[src/rtl/uart_tx_sched_pkg.sv]
// Shared types for the UART transmit scheduler: FSM states, requester ids, FIFO entry.
package uart_tx_sched_pkg;

    typedef enum logic [1:0] {IDLE, WAIT_ACK, WAIT_DONE} sched_state_t;

    localparam logic REQ_CORE = 1'b0;
    localparam logic REQ_DBG  = 1'b1;

    typedef struct packed {
        logic       last;
        logic [7:0] data;
    } fifo_entry_t;

endpackage

[src/rtl/tx_byte_fifo.sv]
// Synchronous FIFO with registered count; full/empty derive from the count.
module tx_byte_fifo #(
    parameter int DEPTH = 16,
    parameter int W     = 8
) (
    input  logic                   CLK,
    input  logic                   RST,
    input  logic                   push,
    input  logic [W-1:0]           push_data,
    input  logic                   pop,
    output logic [W-1:0]           pop_data,
    output logic                   full,
    output logic                   empty,
    output logic [$clog2(DEPTH):0] count
);
    localparam int AW = $clog2(DEPTH);
    localparam int CW = AW + 1;

    logic [W-1:0]  mem [DEPTH];
    logic [AW-1:0] wr_ptr, rd_ptr;
    logic          do_push, do_pop;

    assign full     = (count == CW'(DEPTH));
    assign empty    = (count == '0);
    assign do_push  = push & ~full;
    assign do_pop   = pop & ~empty;
    assign pop_data = mem[rd_ptr];

    always_ff @(posedge CLK) begin
        if (do_push) mem[wr_ptr] <= push_data;
    end

    always_ff @(posedge CLK) begin
        if (RST) begin
            wr_ptr <= '0;
            rd_ptr <= '0;
            count  <= '0;
        end else begin
            if (do_push) wr_ptr <= wr_ptr + 1'b1;
            if (do_pop)  rd_ptr <= rd_ptr + 1'b1;
            count <= count + CW'(do_push) - CW'(do_pop);
        end
    end

endmodule

[src/rtl/uart_tx_sched.sv]
// Round-robin TX scheduler between core and debug byte FIFOs feeding one UART sender.
// Define UART_TX_SCHED_LOCK_EN to keep records (terminated by last) from interleaving.
module uart_tx_sched
    import uart_tx_sched_pkg::*;
#(
    parameter int DEPTH = 16,
    parameter int DW    = 8
) (
    input  logic          CLK,
    input  logic          RST,
    input  logic [DW-1:0] core_data,
    input  logic          core_valid,
    input  logic          core_last,
    output logic          core_ready,
    input  logic [DW-1:0] dbg_data,
    input  logic          dbg_valid,
    input  logic          dbg_last,
    output logic          dbg_ready,
    output logic [DW-1:0] tx_data,
    output logic          tx_start,
    input  logic          tx_done,
    output logic          busy
);
`ifdef UART_TX_SCHED_LOCK_EN
    localparam int EW = $bits(fifo_entry_t);
    fifo_entry_t core_ent, dbg_ent, gnt_e;
    logic        locked;
`else
    localparam int EW = DW;
    logic        unused_last;
    assign unused_last = core_last ^ dbg_last;
`endif

    logic [EW-1:0]          core_wr, dbg_wr, core_rd, dbg_rd, gnt_rd;
    logic                   core_full, dbg_full, core_empty, dbg_empty;
    logic [$clog2(DEPTH):0] unused_core_cnt, unused_dbg_cnt;
    logic                   core_ne_q, dbg_ne_q, core_elig, dbg_elig;
    logic                   rr, gnt, go, core_pop, dbg_pop;
    sched_state_t           state;

`ifdef UART_TX_SCHED_LOCK_EN
    assign core_ent = '{last: core_last, data: core_data};
    assign dbg_ent  = '{last: dbg_last,  data: dbg_data};
    assign core_wr  = core_ent;
    assign dbg_wr   = dbg_ent;
    assign gnt_e    = gnt_rd;
`else
    assign core_wr  = core_data;
    assign dbg_wr   = dbg_data;
`endif

    tx_byte_fifo #(.DEPTH(DEPTH), .W(EW)) u_core_fifo (
        .CLK(CLK), .RST(RST), .push(core_valid), .push_data(core_wr), .pop(core_pop),
        .pop_data(core_rd), .full(core_full), .empty(core_empty), .count(unused_core_cnt)
    );

    tx_byte_fifo #(.DEPTH(DEPTH), .W(EW)) u_dbg_fifo (
        .CLK(CLK), .RST(RST), .push(dbg_valid), .push_data(dbg_wr), .pop(dbg_pop),
        .pop_data(dbg_rd), .full(dbg_full), .empty(dbg_empty), .count(unused_dbg_cnt)
    );

    assign core_ready = ~core_full;
    assign dbg_ready  = ~dbg_full;
    assign busy       = ~core_empty | ~dbg_empty | (state != IDLE);

    // Eligibility uses a registered non-empty flag so a fresh byte waits one extra cycle
    always_comb begin
        core_elig = core_ne_q & ~core_empty;
        dbg_elig  = dbg_ne_q & ~dbg_empty;
`ifdef UART_TX_SCHED_LOCK_EN
        if (locked) begin
            core_elig = core_elig & (rr == REQ_CORE);
            dbg_elig  = dbg_elig & (rr == REQ_DBG);
        end
`endif
    end

    assign gnt      = (core_elig & dbg_elig) ? rr : dbg_elig;
    assign go       = (state == IDLE) & tx_done & (core_elig | dbg_elig);
    assign core_pop = go & (gnt == REQ_CORE);
    assign dbg_pop  = go & (gnt == REQ_DBG);
    assign gnt_rd   = (gnt == REQ_DBG) ? dbg_rd : core_rd;

    always_ff @(posedge CLK) begin
        if (RST) begin
            state     <= IDLE;
            rr        <= REQ_CORE;
            tx_start  <= 1'b0;
            tx_data   <= '0;
            core_ne_q <= 1'b0;
            dbg_ne_q  <= 1'b0;
`ifdef UART_TX_SCHED_LOCK_EN
            locked    <= 1'b0;
`endif
        end else begin
            core_ne_q <= ~core_empty;
            dbg_ne_q  <= ~dbg_empty;
            tx_start  <= 1'b0;
            case (state)
                IDLE: if (go) begin
                    tx_start <= 1'b1;
                    tx_data  <= gnt_rd[DW-1:0];
                    state    <= WAIT_ACK;
`ifdef UART_TX_SCHED_LOCK_EN
                    locked   <= ~gnt_e.last;
                    rr       <= gnt_e.last ? ~gnt : gnt;
`else
                    rr       <= ~gnt;
`endif
                end
                WAIT_ACK:  if (!tx_done) state <= WAIT_DONE;
                WAIT_DONE: if (tx_done)  state <= IDLE;
                default:   state <= IDLE;
            endcase
        end
    end

endmodule

[config.mk]
export PLATFORM = sky130hd
export DESIGN_NAME = uart_tx_sched
export DESIGN_NICKNAME = d
export VERILOG_FILES = /design/src/rtl/uart_tx_sched_pkg.sv /design/src/rtl/tx_byte_fifo.sv /design/src/rtl/uart_tx_sched.sv
export SDC_FILE = /design/constraint.sdc
export NUM_CORES = 1
export LEC_CHECK = 0
export CORE_ASPECT_RATIO = 0.6
export CORE_MARGIN = 2
export CORE_UTILIZATION = 55
export DETAILED_ROUTE_END_ITERATION = 16
export HOLD_SLACK_MARGIN = 0.06
export PLACE_DENSITY = 0.7
export SLEW_MARGIN = 20
export SYNTH_ARGS = -nofsm -noshare
export SYNTH_HDL_FRONTEND = slang
export SYNTH_SLANG_ARGS = --single-unit
[constraint.sdc]
create_clock -name CLK -period 3 [get_ports CLK]
set_input_delay 0.9 -clock CLK [delete_from_list [all_inputs] [get_ports CLK]]
set_output_delay 0.9 -clock CLK [all_outputs]
set_load 0.05 [all_outputs]
# After elaboration in Yosys (flattened, before gate mapping)
# Memories as Yosys holds them, arrays and structs flattened. A register that Yosys moved wholly into a read port is not among the register bits.
# Index checks and enable logic that the tools add are counted.
op_classes:
  eq_ne: 7
  reduce_logical: 7
  addsub: 8
  muxes: 15
  bitwise_logic: 20
ops:
  columns: ["operator", "n"]
  rows:
  - ["$add 4x1->4 const B", 4]
  - ["$mux 4", 4]
  - ["$and 1x1->1", 11]
  - ["$add 5x1->5", 2]
  - ["$eq 5x5->1 const B", 2]
  - ["$logic_not 5->1", 2]
  - ["$sub 5x1->5", 2]
  - ["$mux 8", 1]
  - ["$mux 1", 6]
  - ["$mux 2", 3]
  - ["$ne 2x2->1 const B", 3]
  - ["$not 1->1", 6]
  - ["$pmux 2 s3", 1]
  - ["$or 1x1->1", 3]
  - ["$reduce_and 3->1", 1]
  - ["$eq 2x1->1 const B", 1]
  - ["$eq 2x2->1 const B", 1]
  - ["$logic_not 2->1", 1]
  - ["$reduce_and 2->1", 1]
  - ["$reduce_bool 2->1", 1]
  - ["$reduce_or 2->1", 1]
word_totals:
  register_bits: 40
  ram_bits: 256
  input_bits: 23
  output_inout_bits: 12
  mem_count: 2
  elab_cells: 71
memory_table:
  columns: ["memory", "words", "width", "read_ports", "rd_ports_with_merged_regs", "wr", "line", "source"]
  rows:
  - ["u_core_fifo.mem", 16, 8, 1, 1, 1, "tx_byte_fifo.sv:19", "logic [W-1:0] mem [DEPTH];"]
  - ["u_dbg_fifo.mem", 16, 8, 1, 1, 1, "tx_byte_fifo.sv:19", null]

# Depth between registers and ports, before layout
logic_depth:
  word_depth: 10
  ltp_mapped: 13
  mapped_depth_nobuf: 13

# By module
# From an unflattened synthesis, not the netlist that was laid out.
unflattened:
  cells_unflattened: 685
  hier_area_um2: 12221.7
modules_own_cells:
  columns: ["mod", "seq_area_each_um2", "cells_each", "area_per_inst_um2", "instances"]
  rows:
  - ["tx_byte_fifo", 4184.0, 306, 5799.3, 2]
  - ["uart_tx_sched", 280.3, 73, 623.1, 1]

# Least setup slack after synthesis
# OpenSTA, ideal clock, no wires.
synth_timing:
  kind: "register -> register"
  start: "register u_dbg_fifo.count[3]"
  end: "register u_dbg_fifo.count[4]"
  arrival_ps: 2724
  n_path_buf: 1
  period_less_slack_ps: 2851
  slack_ps: 149
  stages_incl_launch_ff: 13
  setup_time_ps: 128
  required_time_ps: 2872
  path_cell_list: "dfxtp_1 -> inv_1 -> ha_1 -> nand4bb_1 -> and2_1 -> clkbuf_1 -> ha_1 -> fa_1 -> a21oi_1 -> nor2_1 -> nor2_1 -> xnor2_1 -> nor2_1"
synth_between:
  elab_cells_between_ends: 14
  classes_between: "2 x add/sub; 1 x eq/ne; 1 x mux; 9 x bitwise; 1 x reduce/logical"
synth_rtl:
  columns: ["element", "line", "source"]
  rows:
  - ["from (decl)", "tx_byte_fifo.sv:14", "output logic [$clog2(DEPTH):0] count"]
  - ["from (signal assigned)", "tx_byte_fifo.sv:41", "count <= count + CW'(do_push) - CW'(do_pop);"]
  - ["$eq 5x5->1", "tx_byte_fifo.sv:23", "assign full = (count == CW'(DEPTH));"]
  - ["$not 1->1", null, null]
  - ["named net dbg_ready", "uart_tx_sched.sv:18", "output logic dbg_ready,"]
  - ["$and 1x1->1", "tx_byte_fifo.sv:25", "assign do_push = push & ~full;"]
  - ["named net u_dbg_fifo.do_push", "tx_byte_fifo.sv:21", "logic do_push, do_pop;"]
  - ["$add 5x1->5", "tx_byte_fifo.sv:41", null]
  - ["$sub 5x1->5", "tx_byte_fifo.sv:41", null]
# The timed path passes the listed nets, and every way through them passes these cells.
# A chain may end at the register's enable or synchronous reset.

# Final worst setup path
layout_timing:
  start: "register u_core_fifo.count[3]"
  end: "register u_dbg_fifo.count[4]"
layout_between:
  elab_chain_cells: 8
  elab_cells_between_ends: 10
  classes_between: "1 x add/sub; 1 x mux; 7 x bitwise; 1 x reduce/logical"
layout_rtl:
  columns: ["element", "line", "source"]
  rows:
  - ["from (decl)", "tx_byte_fifo.sv:14", null]
  - ["from (signal assigned)", "tx_byte_fifo.sv:41", null]
  - ["$logic_not 5->1 *", "tx_byte_fifo.sv:24", "assign empty = (count == '0);"]
  - ["$not 1->1 *", "uart_tx_sched.sv:68", "core_elig = core_ne_q & ~core_empty;"]
  - ["$and 1x1->1 *", "uart_tx_sched.sv:68", null]
  - ["$or 1x1->1 or $and 1x1->1 (tied branches)", "uart_tx_sched.sv:79, uart_tx_sched.sv:78", null]
  - ["$and 1x1->1 or $mux 1 (tied branches)", "uart_tx_sched.sv:79, uart_tx_sched.sv:78", null]
  - ["$and 1x1->1 *", "uart_tx_sched.sv:81", "assign dbg_pop = go & (gnt == REQ_DBG);"]
  - ["$and 1x1->1 *", "tx_byte_fifo.sv:26", "assign do_pop = pop & ~empty;"]
  - ["$sub 5x1->5 *", "tx_byte_fifo.sv:41", null]
# Every way passes the cells marked *; elsewhere a longest branch is shown, timed or not.

==> metrics.txt <==
outcome complete, no violations; via/cell ratio 5.90; reg-to-reg setup timing slack 0.16 ns; GR peak layer met1; asr flop ratio synth 0%; Yosys Warn Count 0; DR WL/cell 23.2 um; antenna-violating nets left 0; Detailed Route WL 24500 um; vias in the first global route 6457; met3 Use GR 3.68%; Hold/Removal Path Class flop to flop; core area 21900 um2; root buffer cell clkbuf_16; total power 10.5 mW; global-route wire length before repair 37900 um; area of the multi-input gates 3280 um2; library cells used by synthesis 44; Crit. End Element flop; Antenna Cells 0; buffer depth of the longest clock path 3; startpoint types flop; Placer Congestion 0.817; top cell type's share of synthesized area 63.3%; via count 6226; Finished Layout Cells 1056; CTS buffer count 27; Synth Flop Type edfxtp_1; Post-synth EDFFs 256; top cells by area, synth edfxtp_1, mux4_2, dfxtp_1, ha_1, mux4_1; met2 Use GR 32.5%; clk slew on worst S/H paths 0.06 ns; static leakage 4.49 nW; FF-to-FF path depth 13; minimum clock period 2.84 ns; site row count 42; Die ar. 23300 um2; router iterations before antenna repair 5; top-count cell post-synth edfxtp_1; RSZ-0062 raised after global routing no; placed inst area 13000 um2; commonest cells in the netlist edfxtp_1, nor2_1, mux4_2; chip width 196 um; num ports 35; placed cells 1007; Max Cap Viol 0; largest net degree at the start of global routing 49; Hold Path Sink rr; Final Cycle Share 94.7%; area grow syn2layout 15.2%; Tightest Pin Transition 0.925 ns; # Post-CTS Setup Buffers 0; largest area contributor in the netlist edfxtp_1; final hold viol count 0; Clock Sinks 304; Seq/Total Area, Yosys 71.3%; skew final 0.00855 ns; Final Net Count 795; Worst Hold Path Cells 2; Cells after Synth 675; #FFs+latches synth 304; Initial DRC Count 600; Max IR drop VDD 0.522 mV; # fillers 1463; share of cells above drive strength 1 21.8%; Final Slew Violations 0; IO buf count 32; GRT Util Overall 21.9%; TritonCTS clock tree built; Die Y 119 um; Worst Hold Slack 0.497 ns; Critical Path RT 3.38 ns; Max Freq 0.352 GHz; remaining global-route overflow 0; Post-DP HPWL 15700 um; cell area after layout 14000 um2; Setup TNS Final 0 ns; Slew HR 38.4%; setup violators final 0; cell area after synthesis 12100 um2; H-tree lvl count 1; number of remaining DRC errors 0; worst-skew pair later-pin latency 0.53 ns; critical path data arrival time 3.22 ns; Initial Util 55.5%; FF-to-FF End u_dbg_fifo.count[4]; Post-Syn Nets 720; critical path class flop to flop; Mapped Avg Cell Area 18.0 um2; power per cell area 753 nW/um2; initial antenna violation count 0; crit path max fanout 6; sequential cell area 8650 um2; reg2reg start u_core_fifo.count[3]; met1 usage 34.9%; worst hold start rr
how the worst max path moves through the flow:
stage / start / slack [ns] / to / cells after the start
after floorplan: u_dbg_fifo.count[3] / 0.15 / u_dbg_fifo.count[4] / 12
after global placement: tx_done / -0.1 / u_core_fifo.count[4] / 11
after detailed placement: tx_done / -0.25 / u_core_fifo.count[4] / 11
after CTS: u_core_fifo.count[3] / 0.03 / busy / 5
after global routing: u_core_fifo.count[3] / 0.008 / u_dbg_fifo.count[4] / 13
final: u_core_fifo.count[3] / 0.16 / u_dbg_fifo.count[4] / 13
layer usage:
layer	wire, um	up-vias	share of wire, %
li1	-	2797	-
met1	11700	3204	48
met2	11000	194	45
met3	1440	31	5.9
met4	334	0	1.4
met5	0	-	0
through the flow:
stage,utilization [%],worst slack [ns]
3_3_place_gp,59.6,-0.0997
6_report,64.0,0.158
5_1_grt,64.0,0.00825
2_1_floorplan,-,0.149
4_1_cts,63.9,0.0344
3_5_place_dp,59.6,-0.249
final cells by class:
type                            instances  share of cell area, %
Clock buffer                           39                   5.93
Clock inverter                         10                  0.698
Inverter                               11                  0.295
Multi-Input combinational cell        324                   23.5
Sequential cell                       304                   61.9
Tap cell                              286                   2.56
Timing Repair Buffer                   82                   5.18
flip-flops by register name, summed over array words and instances, names as in the netlist, named ones only:
register / flops
tx_start: 1
u_dbg_fifo.wr_ptr: 4
u_core_fifo.wr_ptr: 4
rr: 1
u_dbg_fifo.rd_ptr: 4
u_dbg_fifo.count: 5
u_core_fifo.rd_ptr: 4
tx_data: 8
u_core_fifo.count: 5
u_dbg_fifo.mem: 128
dbg_ne_q: 1
u_core_fifo.mem: 128
state: 2
core_ne_q: 1
worst max-delay path: stages (launching register included):
cell	delay, ns
dfxtp_1	0.32
inv_1	0.08
ha_2	0.19
or4b_4	0.48
and3_4	0.23
o21ai_0	0.16
nand2_1	0.08
ha_1	0.21
fa_1	0.41
a21oi_1	0.17
nor2_1	0.06
nor2_1	0.11
xnor2_1	0.14
nor2_1	0.05
layout by cell type, fill, tap and decap left out, types with 3 or more instances in the layout:
cell type	n
a21oi_1	13
a211oi_1	3
nand2b_1	4
a22oi_1	5
nor3_1	11
dlygate4sd2_1	3
nor2b_1	10
o21ai_0	3
a31oi_1	4
clkinv_1	4
buf_4	47
dfxtp_1	47
inv_1	11
nand3_1	5
xnor2_1	15
nor2_1	58
mux2i_1	22
clkinv_2	3
clkbuf_16	31
mux2_2	12
mux4_1	9
nand2_1	26
clkbuf_1	5
edfxtp_1	256
xor2_1	6
clkdlybuf4s50_1	28
nand4_1	4
o211ai_1	10
buf_12	3
ha_1	19
mux4_2	53
power breakdown:
group          switching [mW]  internal, mW  total (mW)
sequential              0.171          4.84        5.01
combinational            1.07         0.889        1.96
clock                    1.46          2.09        3.55
cell families (layout without fill, tap and decap cells):
logic type	after synthesis	after routing	share of synthesized area [%]
AO/OA/AOI/OAI	49	49	2.78
XOR/XNOR	21	21	1.52
adder cells (fa/ha/maj)	22	22	2.39
buffers and inverters	47	142	1.89
flip-flops	304	304	71.3
multiplexers	96	96	14.7
AND/OR/NAND/NOR	136	136	5.46
timing repair:
item | CTS | global route
endpoints found under the hold margin | 0 | 0
pin swaps | 0 | 0
setup endpoints to repair | 3 | 3
resized for setup | 3 | 6
hold buffers | 0 | 0
No activity file was read; power rests on OpenSTA's default activity.
